$ cat config.mk
export PLATFORM = sky130hd
export DESIGN_NAME = exception_ctrl
export DESIGN_NICKNAME = d
export VERILOG_FILES = /design/src/rtl/exception_ctrl_pkg.sv /design/src/rtl/exception_ctrl_int_sync.sv /design/src/rtl/exception_ctrl.sv
export SDC_FILE = /design/constraint.sdc
export NUM_CORES = 1
export LEC_CHECK = 0
export CORE_ASPECT_RATIO = 1.5
export CORE_MARGIN = 1.5
export CORE_UTILIZATION = 37
export CTS_BUF_LIST = sky130_fd_sc_hd__clkbuf_8
export DETAILED_ROUTE_END_ITERATION = 8
export HOLD_SLACK_MARGIN = 0.08
export PLACE_DENSITY_LB_ADDON = 0.2
export SYNTH_ARGS = -nofsm -noshare
export SYNTH_HDL_FRONTEND = slang
export SYNTH_SLANG_ARGS = --single-unit
$ cat constraint.sdc
create_clock -name clk -period 1.9 [get_ports clk]
set_input_delay 0.285 -clock clk [delete_from_list [all_inputs] [get_ports clk]]
set_output_delay 0.285 -clock clk [all_outputs]
set_load 0.01 [all_outputs]
$ cat src/rtl/exception_ctrl_pkg.sv
`default_nettype none
// +----------------------------------------------------------------------+
// | exception_ctrl_pkg                                                   |
// | Shared encodings for the M-stage exception controller: exception     |
// | type codes, CP0 Cause.ExcCode values and the default vector.         |
// | Rev 1.0                                                              |
// +----------------------------------------------------------------------+
package exception_ctrl_pkg;

  // Encoded winning exception as seen by the rest of the pipeline
  localparam logic [31:0] EXC_TYPE_NOEXC = 32'h0000_0000;
  localparam logic [31:0] EXC_TYPE_INT   = 32'h0000_0001;
  localparam logic [31:0] EXC_TYPE_ADEL  = 32'h0000_0004;
  localparam logic [31:0] EXC_TYPE_ADES  = 32'h0000_0005;
  localparam logic [31:0] EXC_TYPE_SYS   = 32'h0000_0008;
  localparam logic [31:0] EXC_TYPE_BP    = 32'h0000_0009;
  localparam logic [31:0] EXC_TYPE_RI    = 32'h0000_000A;
  localparam logic [31:0] EXC_TYPE_OV    = 32'h0000_000C;
  localparam logic [31:0] EXC_TYPE_ERET  = 32'h0000_000E;

  // Cause.ExcCode field values
  localparam logic [4:0] EXCCODE_INT  = 5'h00;
  localparam logic [4:0] EXCCODE_ADEL = 5'h04;
  localparam logic [4:0] EXCCODE_ADES = 5'h05;
  localparam logic [4:0] EXCCODE_SYS  = 5'h08;
  localparam logic [4:0] EXCCODE_BP   = 5'h09;
  localparam logic [4:0] EXCCODE_RI   = 5'h0A;
  localparam logic [4:0] EXCCODE_OV   = 5'h0C;

  localparam logic [31:0] EXC_VECTOR_DEFAULT = 32'hBFC0_0380;

  // Status.EXL as a two-state machine
  typedef enum logic [0:0] {
    EXL_NORMAL = 1'b0,
    EXL_EXC    = 1'b1
  } exl_state_e;

  // Map an exception type onto the ExcCode it records
  function automatic logic [4:0] exccode_of(input logic [31:0] exc_type);
    logic [4:0] code;
    code = EXCCODE_INT;
    case (exc_type)
      EXC_TYPE_ADEL: code = EXCCODE_ADEL;
      EXC_TYPE_ADES: code = EXCCODE_ADES;
      EXC_TYPE_SYS:  code = EXCCODE_SYS;
      EXC_TYPE_BP:   code = EXCCODE_BP;
      EXC_TYPE_RI:   code = EXCCODE_RI;
      EXC_TYPE_OV:   code = EXCCODE_OV;
      default:       code = EXCCODE_INT;
    endcase
    return code;
  endfunction

endpackage
`default_nettype wire

$ cat src/rtl/exception_ctrl_int_sync.sv
`default_nettype none
// +----------------------------------------------------------------------+
// | int_sync                                                             |
// | WIDTH-bit, STAGES-deep flop chain bringing asynchronous interrupt    |
// | levels into the clk domain. Synchronous reset clears every stage.    |
// | Rev 1.0                                                              |
// +----------------------------------------------------------------------+
module int_sync #(
  parameter int WIDTH  = 6,
  parameter int STAGES = 2
) (
  input  logic             clk,
  input  logic             rst,
  input  logic [WIDTH-1:0] d,
  output logic [WIDTH-1:0] q
);

  logic [WIDTH-1:0] chain [STAGES];

  // Shift the raw levels one stage per clock; reset flushes the chain
  always_ff @(posedge clk) begin
    if (rst) begin
      for (int s = 0; s < STAGES; s++) chain[s] <= '0;
    end else begin
      chain[0] <= d;
      for (int s = 1; s < STAGES; s++) chain[s] <= chain[s-1];
    end
  end

  assign q = chain[STAGES-1];

endmodule
`default_nettype wire

$ cat src/rtl/exception_ctrl.sv
`default_nettype none
// +----------------------------------------------------------------------+
// | exception_ctrl                                                       |
// | M-stage exception arbiter and owner of the exception-side CP0 state  |
// | (EXL, EPC, BD, ExcCode, BadVAddr, IP). Drives flush and redirect.    |
// | Rev 1.0                                                              |
// +----------------------------------------------------------------------+
module exception_ctrl
  import exception_ctrl_pkg::*;
#(
  parameter int          HW_INT_N    = 6,
  parameter int          SYNC_STAGES = 2,
  parameter logic [31:0] EXC_VECTOR  = EXC_VECTOR_DEFAULT
) (
  input  logic                clk,
  input  logic                rst,
  input  logic [HW_INT_N-1:0] hw_int,
  input  logic                timer_int,
  input  logic [1:0]          sw_int,
  input  logic                status_ie,
  input  logic [7:0]          status_im,
  input  logic                valid_M,
  input  logic                stall_M,
  input  logic                in_delayslot_M,
  input  logic [31:0]         pc_M,
  input  logic [31:0]         alu_out_M,
  input  logic                ri,
  input  logic                brk,
  input  logic                syscall,
  input  logic                overflow,
  input  logic                eret,
  input  logic                lw_error,
  input  logic                sw_error,
  input  logic                pc_error,
  input  logic                epc_we,
  input  logic [31:0]         epc_wdata,
  output logic [31:0]         exception_type,
  output logic                flush_exception_M,
  output logic [31:0]         pc_exception_M,
  output logic                exl,
  output logic [31:0]         epc,
  output logic                cause_bd,
  output logic [4:0]          cause_exccode,
  output logic [7:0]          cause_ip,
  output logic [31:0]         badvaddr
);

  exl_state_e          state, state_next;
  logic [HW_INT_N-1:0] hw_sync;
  logic [5:0]          hw_ip;
  logic                int_req;
  logic                commit;
  logic                take_exc;

  int_sync #(
    .WIDTH  (HW_INT_N),
    .STAGES (SYNC_STAGES)
  ) u_hw_sync (
    .clk (clk),
    .rst (rst),
    .d   (hw_int),
    .q   (hw_sync)
  );

  // IP[6:2] carry synced lines directly; lines beyond HW_INT_N read 0.
  // IP[7] is shared between the top hardware line and the timer.
  for (genvar i = 0; i < 5; i++) begin : g_hw_ip
    if (i < HW_INT_N) begin : g_used
      assign hw_ip[i] = hw_sync[i];
    end else begin : g_unused
      assign hw_ip[i] = 1'b0;
    end
  end
  assign hw_ip[5]  = hw_sync[HW_INT_N-1] | timer_int;
  assign cause_ip  = {hw_ip, sw_int};

  assign exl     = (state == EXL_EXC);
  assign int_req = status_ie & ~exl & (|(cause_ip & status_im));

  // Fixed-priority selection of the winning exception
  always_comb begin
    exception_type = EXC_TYPE_NOEXC;
    if (int_req)                   exception_type = EXC_TYPE_INT;
    else if (lw_error | pc_error)  exception_type = EXC_TYPE_ADEL;
    else if (ri)                   exception_type = EXC_TYPE_RI;
    else if (syscall)              exception_type = EXC_TYPE_SYS;
    else if (brk)                  exception_type = EXC_TYPE_BP;
    else if (sw_error)             exception_type = EXC_TYPE_ADES;
    else if (overflow)             exception_type = EXC_TYPE_OV;
    else if (eret)                 exception_type = EXC_TYPE_ERET;
  end

  // A stalled or empty M stage holds its exception until it can retire
  assign commit   = valid_M & ~stall_M & (exception_type != EXC_TYPE_NOEXC);
  assign take_exc = commit & (exception_type != EXC_TYPE_ERET);

  // EXL state register
  always_ff @(posedge clk) begin
    if (rst) state <= EXL_NORMAL;
    else     state <= state_next;
  end

  // EXL next state plus flush/redirect; reset forces the redirect idle
  always_comb begin
    state_next        = state;
    flush_exception_M = 1'b0;
    pc_exception_M    = 32'h0;
    if (!rst && commit) begin
      flush_exception_M = 1'b1;
      if (exception_type == EXC_TYPE_ERET) begin
        pc_exception_M = epc;
        state_next     = EXL_NORMAL;
      end else begin
        pc_exception_M = EXC_VECTOR;
        state_next     = EXL_EXC;
      end
    end
  end

  // CP0 exception registers; a committing exception overrides an MTC0 EPC
  always_ff @(posedge clk) begin
    if (rst) begin
      epc           <= 32'h0;
      cause_bd      <= 1'b0;
      cause_exccode <= 5'h0;
      badvaddr      <= 32'h0;
    end else if (take_exc) begin
      // Nested exceptions keep the original return point
      if (state == EXL_NORMAL) begin
        epc      <= in_delayslot_M ? (pc_M - 32'd4) : pc_M;
        cause_bd <= in_delayslot_M;
      end
      cause_exccode <= exccode_of(exception_type);
      if (exception_type == EXC_TYPE_ADEL)
        badvaddr <= pc_error ? pc_M : alu_out_M;
      else if (exception_type == EXC_TYPE_ADES)
        badvaddr <= alu_out_M;
    end else if (epc_we) begin
      epc <= epc_wdata;
    end
  end

endmodule
`default_nettype wire

* Word-level counts from Yosys, hierarchy flattened
Memory sizes are Yosys's and may differ from the RTL's.
Cells that the tools add are included.
W data, S select, Z words.
** Storage, ports and cells
- RAM bits :: 12
- Register bits :: 71
- Word-level logic and storage cells :: 62
- Input port bits :: 128
- Memories kept :: 1
- Output and inout bits :: 144
** Memory list
- u_hw_sync.chain :: words 2, width 6, read ports 2, clocked after Yosys merged registers in 0, write ports 2, line exception_ctrl_int_sync.sv:18 : logic [WIDTH-1:0] chain [STAGES];
** Operators by class
- Eq/ne operators :: 9
- Mux-type cells :: 25
- Reductions and logical operators :: 9
- Add/subtract/negate cells :: 1
- Bitwise operators :: 12
** Operators with widths (count)
- $mux W32 :: 10
- $eq A32 B4 Y1 const B :: 5
- $eq A32 B3 Y1 const B :: 2
- $ne A32 B4 Y1 const B :: 1
- $reduce_bool A32 Y1 :: 1
- $sub A32 B3 Y32 const B :: 1
- $mux W4 :: 7
- $pmux W4 S6 :: 1
- $mux W6 :: 2
- $and A8 B8 Y8 :: 1
- $reduce_or A8 Y1 :: 1
- $reduce_and A2 Y1 :: 3
- $and A1 B1 Y1 :: 5
- $mux W1 :: 5
- $or A1 B1 Y1 :: 4
- $reduce_bool A2 Y1 :: 2
- $ne A2 B2 Y1 const B :: 1
- $not A1 Y1 :: 2
- $logic_and A1 B1 Y1 :: 1
- $logic_not A1 Y1 :: 1

* Logic depth before layout (Yosys ltp)
- Word-level depth :: 13
- Gate-level depth with buffers :: 8
- Mapped depth without buffers :: 7

* By module
Synthesis repeated with hierarchy kept, for this count alone.
** Unflattened totals
- Cell total of the unflattened synthesis :: 570
- Area total of the unflattened synthesis :: 4795.8 um2
** Modules (own cells, without submodules)
- exception_ctrl :: cells an instance 539, instances 1, area an instance 4384.2 um2, seq. area each 1401.3 um2
- int_sync :: cells an instance 31, instances 1, area an instance 411.6 um2, seq. area each 240.2 um2

* Worst setup path before layout
Ideal clock, no wire load.
- Path kind :: input -> output
- Start point :: in sw_int[0]
- End point :: out pc_exception_M[22]
- Arrival :: 1718 ps
- Path slack :: -103 ps
- Data required time :: 1615 ps
- Stages :: 6
- Buffers on the path :: 1
- Cell sequence :: a222oi_1 > a41oi_1 > or4_1 > clkbuf_1 > nor2_1 > nor2_1
** On the way
- Cells in the longest elaborated chain, start to end :: 8
- Elaborated cells on any way between the ends :: 10
- Classes of those cells :: eq/ne (1); mux (3); bitwise (3); reduce/logical (3)
** RTL lines
- start, declared :: line exception_ctrl.sv:19 : input logic [1:0] sw_int,
- $and A8 B8 Y8 * :: line exception_ctrl.sv:78 : assign int_req = status_ie & ~exl & (|(cause_ip & status_im));
- $reduce_or A8 Y1 * :: line exception_ctrl.sv:78
- $and A1 B1 Y1 * :: line exception_ctrl.sv:78
- $mux W32 * :: line exception_ctrl.sv:83 : if (int_req) exception_type = EXC_TYPE_INT;
- $reduce_bool A32 Y1 :: line exception_ctrl.sv:94 : assign commit = valid_M & ~stall_M & (exception_type != EXC_TYPE_NOEXC);
- $and A1 B1 Y1 :: line exception_ctrl.sv:94
- $logic_and A1 B1 Y1 :: line exception_ctrl.sv:108 : if (!rst && commit) begin
- $mux W32 * :: line exception_ctrl.sv:108
- end, declared :: line exception_ctrl.sv:39 : output logic [31:0] pc_exception_M,
Every way passes the cells marked *; elsewhere a longest branch is shown, timed or not.

==> flow_summary_export.csv <==
group,metric,value,unit
outcome,status,"finished with violations",
outcome,violations,"setup timing",
clocking,htreeDepth,3,
worst_setup_path,cp-end-kind,"output port",
synthesis,yosysMostFrequentCell,"dfxtp_1",
timing,fmax,399.1,MHz
timing,worst_pin_slew,1.120,ns
worst_setup_path,cp.required,1.62,ns
worst_setup_path,crit_top_cell,"nor2_1",
layout,area_growth,83.83,%
timing,setup-violations-final,102,
global_routing,grt-busiest-layer,"met2",
routing,wl,20430,microns
worst_hold_path,hp-class,"flip-flop to flip-flop",
timing,grt_setup_unrepaired,"true",
floorplanning,core,0.01308,sq mm
timing,fin_skew,0.008534,ns
synthesis,synth.distinct_cells,61,
synthesis,avgSynthCellArea,8.631,sq um
floorplanning,std_cell_rows,51,
synthesis,synthTopCellsByCount,"82 x dfxtp_1, 71 x nor2_1, 41 x buf_4, 33 x mux2i_1, 28 x a211oi_2",
synthesis,synth_edf_count,0,
timing,slew_headroom,0.2530,
timing,drv_slew,0,
worst_setup_path,crit_arrival,2.22,ns
global_routing,antenna_found_initial,0,
job,maxCapViolations,0,
worst_setup_path,crit_chain,"a222oi_1, buf_4, a41oi_4, or4_4, nor2_1, nor2_1, buf_2",
global_routing,grt_pass1_wl,30920,microns
floorplanning,start_util,0.3820,
worst_hold_path,hp-start,"u_hw_sync.chain[0][3]$_SDFF_PP0_",
power,powerDensity,533.6,mW/mm^2
worst_setup_path,timing.rr.start,"u_hw_sync.chain[0][9]$_SDFF_PP0_",
power,total_power,4902,uW
worst_setup_path,crit_start,"u_hw_sync.chain[0][9]$_SDFF_PP0_",
timing,fin_ws,-0.6054,ns
floorplanning,fp.dieH,145.3,microns
floorplanning,fp.dieW,97.89,microns
synthesis,synth_area_leaders,"dfxtp_1 33%, a211oi_2 7.0%, mux2i_1 6.6%",
global_routing,gr-usage-met1,0.2949,
worst_setup_path,r2r_slack,-0.45,ns
global_routing,use_met3,0.04035,
worst_setup_path,cp_max_fo,6,
routing,drc,0,
synthesis,ys_seq_area_frac,0.3285,
global_routing,grt_usage,0.2714,
global_routing,overflow,0,
place,port_buffers,242,
timing,hold_viol_final,0,
power,p_leak,0.003816,uW
synthesis,netlist_area,0.004997,sq mm
clocking,clock_sinks,82,
routing,drtIter0Drc,404,
power,max-vdd-ir-drop,0.3927,mV
worst_setup_path,crit_family,"simple AND/OR/NAND/NOR gates",
routing,vias,5783,
timing,fin_crit_sh,1.319,
clocking,clkTransAtPathRegs,0.10,ns
synthesis,synth-seq-cells,82,
worst_setup_path,worstSetupPathType,"flip-flop to output port",
global_routing,grt_start_max_net_pins,84,
layout,nNetsFinal,1045,
worst_setup_path,slowest_stage,"or4_4",
routing,final_antenna_net_count,0,
clocking,clk_latency,0.37,ns
global_routing,grt_util_met2,0.5052,
clocking,cts_root_buf,"clkbuf_8",
worst_setup_path,cp_slowest_stage_delay,0.55,ns
layout,final_util,0.7022,
synthesis,syn_inst,579,
synthesis,ys_async_sr_fraction,0,
clocking,cts_buffer_depth,2,
place,place.gp.congestion,0.9173,
place,dp_hpwl,14930,microns
routing,via_per_inst,5.355,
timing,hold_ws,0.4448,ns
floorplanning,io-pin-count,272,
timing,min_period,2.505,ns
layout,drive_gt1_frac,0.3681,
routing,dr.pass1.iters,5,
clocking,cts_hold_buf,0,
worst_setup_path,crit_buf_inv,2,
synthesis,yosys.area.top_type,"dfxtp_1",
clocking,cts_made_buffers,9,
synthesis,synth_top_area_frac,0.3285,
worst_setup_path,cp-start-kind,"flip-flop",
synthesis,ys.flop_type,"dfxtp_1",
floorplanning,dieArea,0.01423,sq mm
layout,num_antenna_cells,0,
synthesis,ys.warnings.count,0,
routing,detail_route.wl_per_cell,18.92,microns
clocking,cts_tree,"done",
global_routing,grt_pass1_vias,5839,
## worst paths after layout
path,end,cells after the start
setup reg to reg,badvaddr[8]$_SDFFE_PP0P_,12
hold reg to reg,u_hw_sync.chain[0][9]$_SDFF_PP0_,1
setup / recovery,pc_exception_M[22],7
hold / removal,u_hw_sync.chain[0][9]$_SDFF_PP0_,1
## metal layers
layer,vias to the layer above,wire [microns]
met5,-,0
met4,0,878
met3,61,1131
met2,274,10920
met1,2727,7505
li1,2721,-
## sequential cells by signal, indices dropped and copies added (netlist names)
register / count
u_hw_sync.chain: 12
badvaddr: 32
epc: 32
exl: 1
cause_bd: 1
cause_exccode: 4
## cells by family (layout without fill, tap and decap cells)
kind of cell,after synthesis,count (layout),share of synthesized area
flops,82,82,0.3285
buf+inv,99,412,0.1132
compound gates,145,145,0.2454
fa+ha+maj,1,1,0.002503
xor+xnor,17,17,0.02980
mux,33,33,0.06610
other cells,1,29,0.0007504
simple gates,201,202,0.2138
## through the flow
step	TNS (ns)	setup slack [ns]	area, sq um	instances
after detailed placement	-85.07	-1.102	8188	1042
after CTS	-35.73	-0.5570	8813	1077
final	-36.57	-0.6054	9186	1080
after floorplan	-0.3707	-0.02459	5122	607
after global placement	-81.85	-1.062	8188	1042
after global routing	-43.78	-0.6810	9186	1080
## power breakdown
part / switching (uW) / leakage (uW) / internal, uW
clock network: 764 / 0.000101 / 519
logic: 732 / 0.00304 / 934
registers: 112 / 0.000676 / 1840
total: 1610 / 0.00382 / 3290
## cells in the final DEF (no fill, tap or decap), drive strengths merged, types with 2 or more instances in the layout
| cell | n |
|---|---|
| nor2 | 71 |
| o21ai | 16 |
| o31a | 2 |
| conb | 29 |
| mux2i | 33 |
| o41ai | 2 |
| nand3 | 19 |
| dfxtp | 82 |
| dlymetal6s2s | 10 |
| a21o | 2 |
| a32oi | 6 |
| a211o | 8 |
| o221a | 15 |
| xor2 | 9 |
| dlygate4sd2 | 8 |
| or2 | 5 |
| a211oi | 37 |
| or3 | 8 |
| nor4 | 11 |
| nand4 | 5 |
| nand3b | 2 |
| and2 | 22 |
| clkdlybuf4s50 | 186 |
| nor4b | 3 |
| xnor2 | 8 |
| o31ai | 4 |
| nand4b | 2 |
| nor3 | 19 |
| a31oi | 23 |
| clkbuf | 9 |
| a22oi | 2 |
| clkinv | 2 |
| o21a | 3 |
| inv | 23 |
| nand2b | 3 |
| nand2 | 11 |
| a21oi | 18 |
| nor2b | 12 |
| or4 | 4 |
| buf | 174 |
## worst register-to-register path: stages (launching register included)
cell and delay, ns:
dfxtp_2 0.33, a222oi_1 0.29, buf_4 0.19, a41oi_4 0.15, buf_6 0.17, buf_8 0.13, buf_6 0.12, a211oi_4 0.25
buf_12 0.16, buf_12 0.13, buf_12 0.16, nor2_4 0.04, a211oi_2 0.15
## cell type report
| type | count | area (sq um) |
|---|---|---|
| clock buffer | 9 | 123.9 |
| fill | 1027 | 3895 |
| clock inverter | 7 | 68.82 |
| inverter | 18 | 67.56 |
| tap | 159 | 198.9 |
| sequential | 82 | 1643 |
| multi-input combinational | 427 | 3391 |
| timing repair buffer | 378 | 3694 |
## repair_timing
action | CTS | global route
setup endpoints to repair | 107 | 107
setup buffers | 13 | 6
gates cloned | 6 | 0
gates resized for setup | 269 | 91
pin swaps | 59 | 30
No activity file was read; power rests on OpenSTA's default activity.
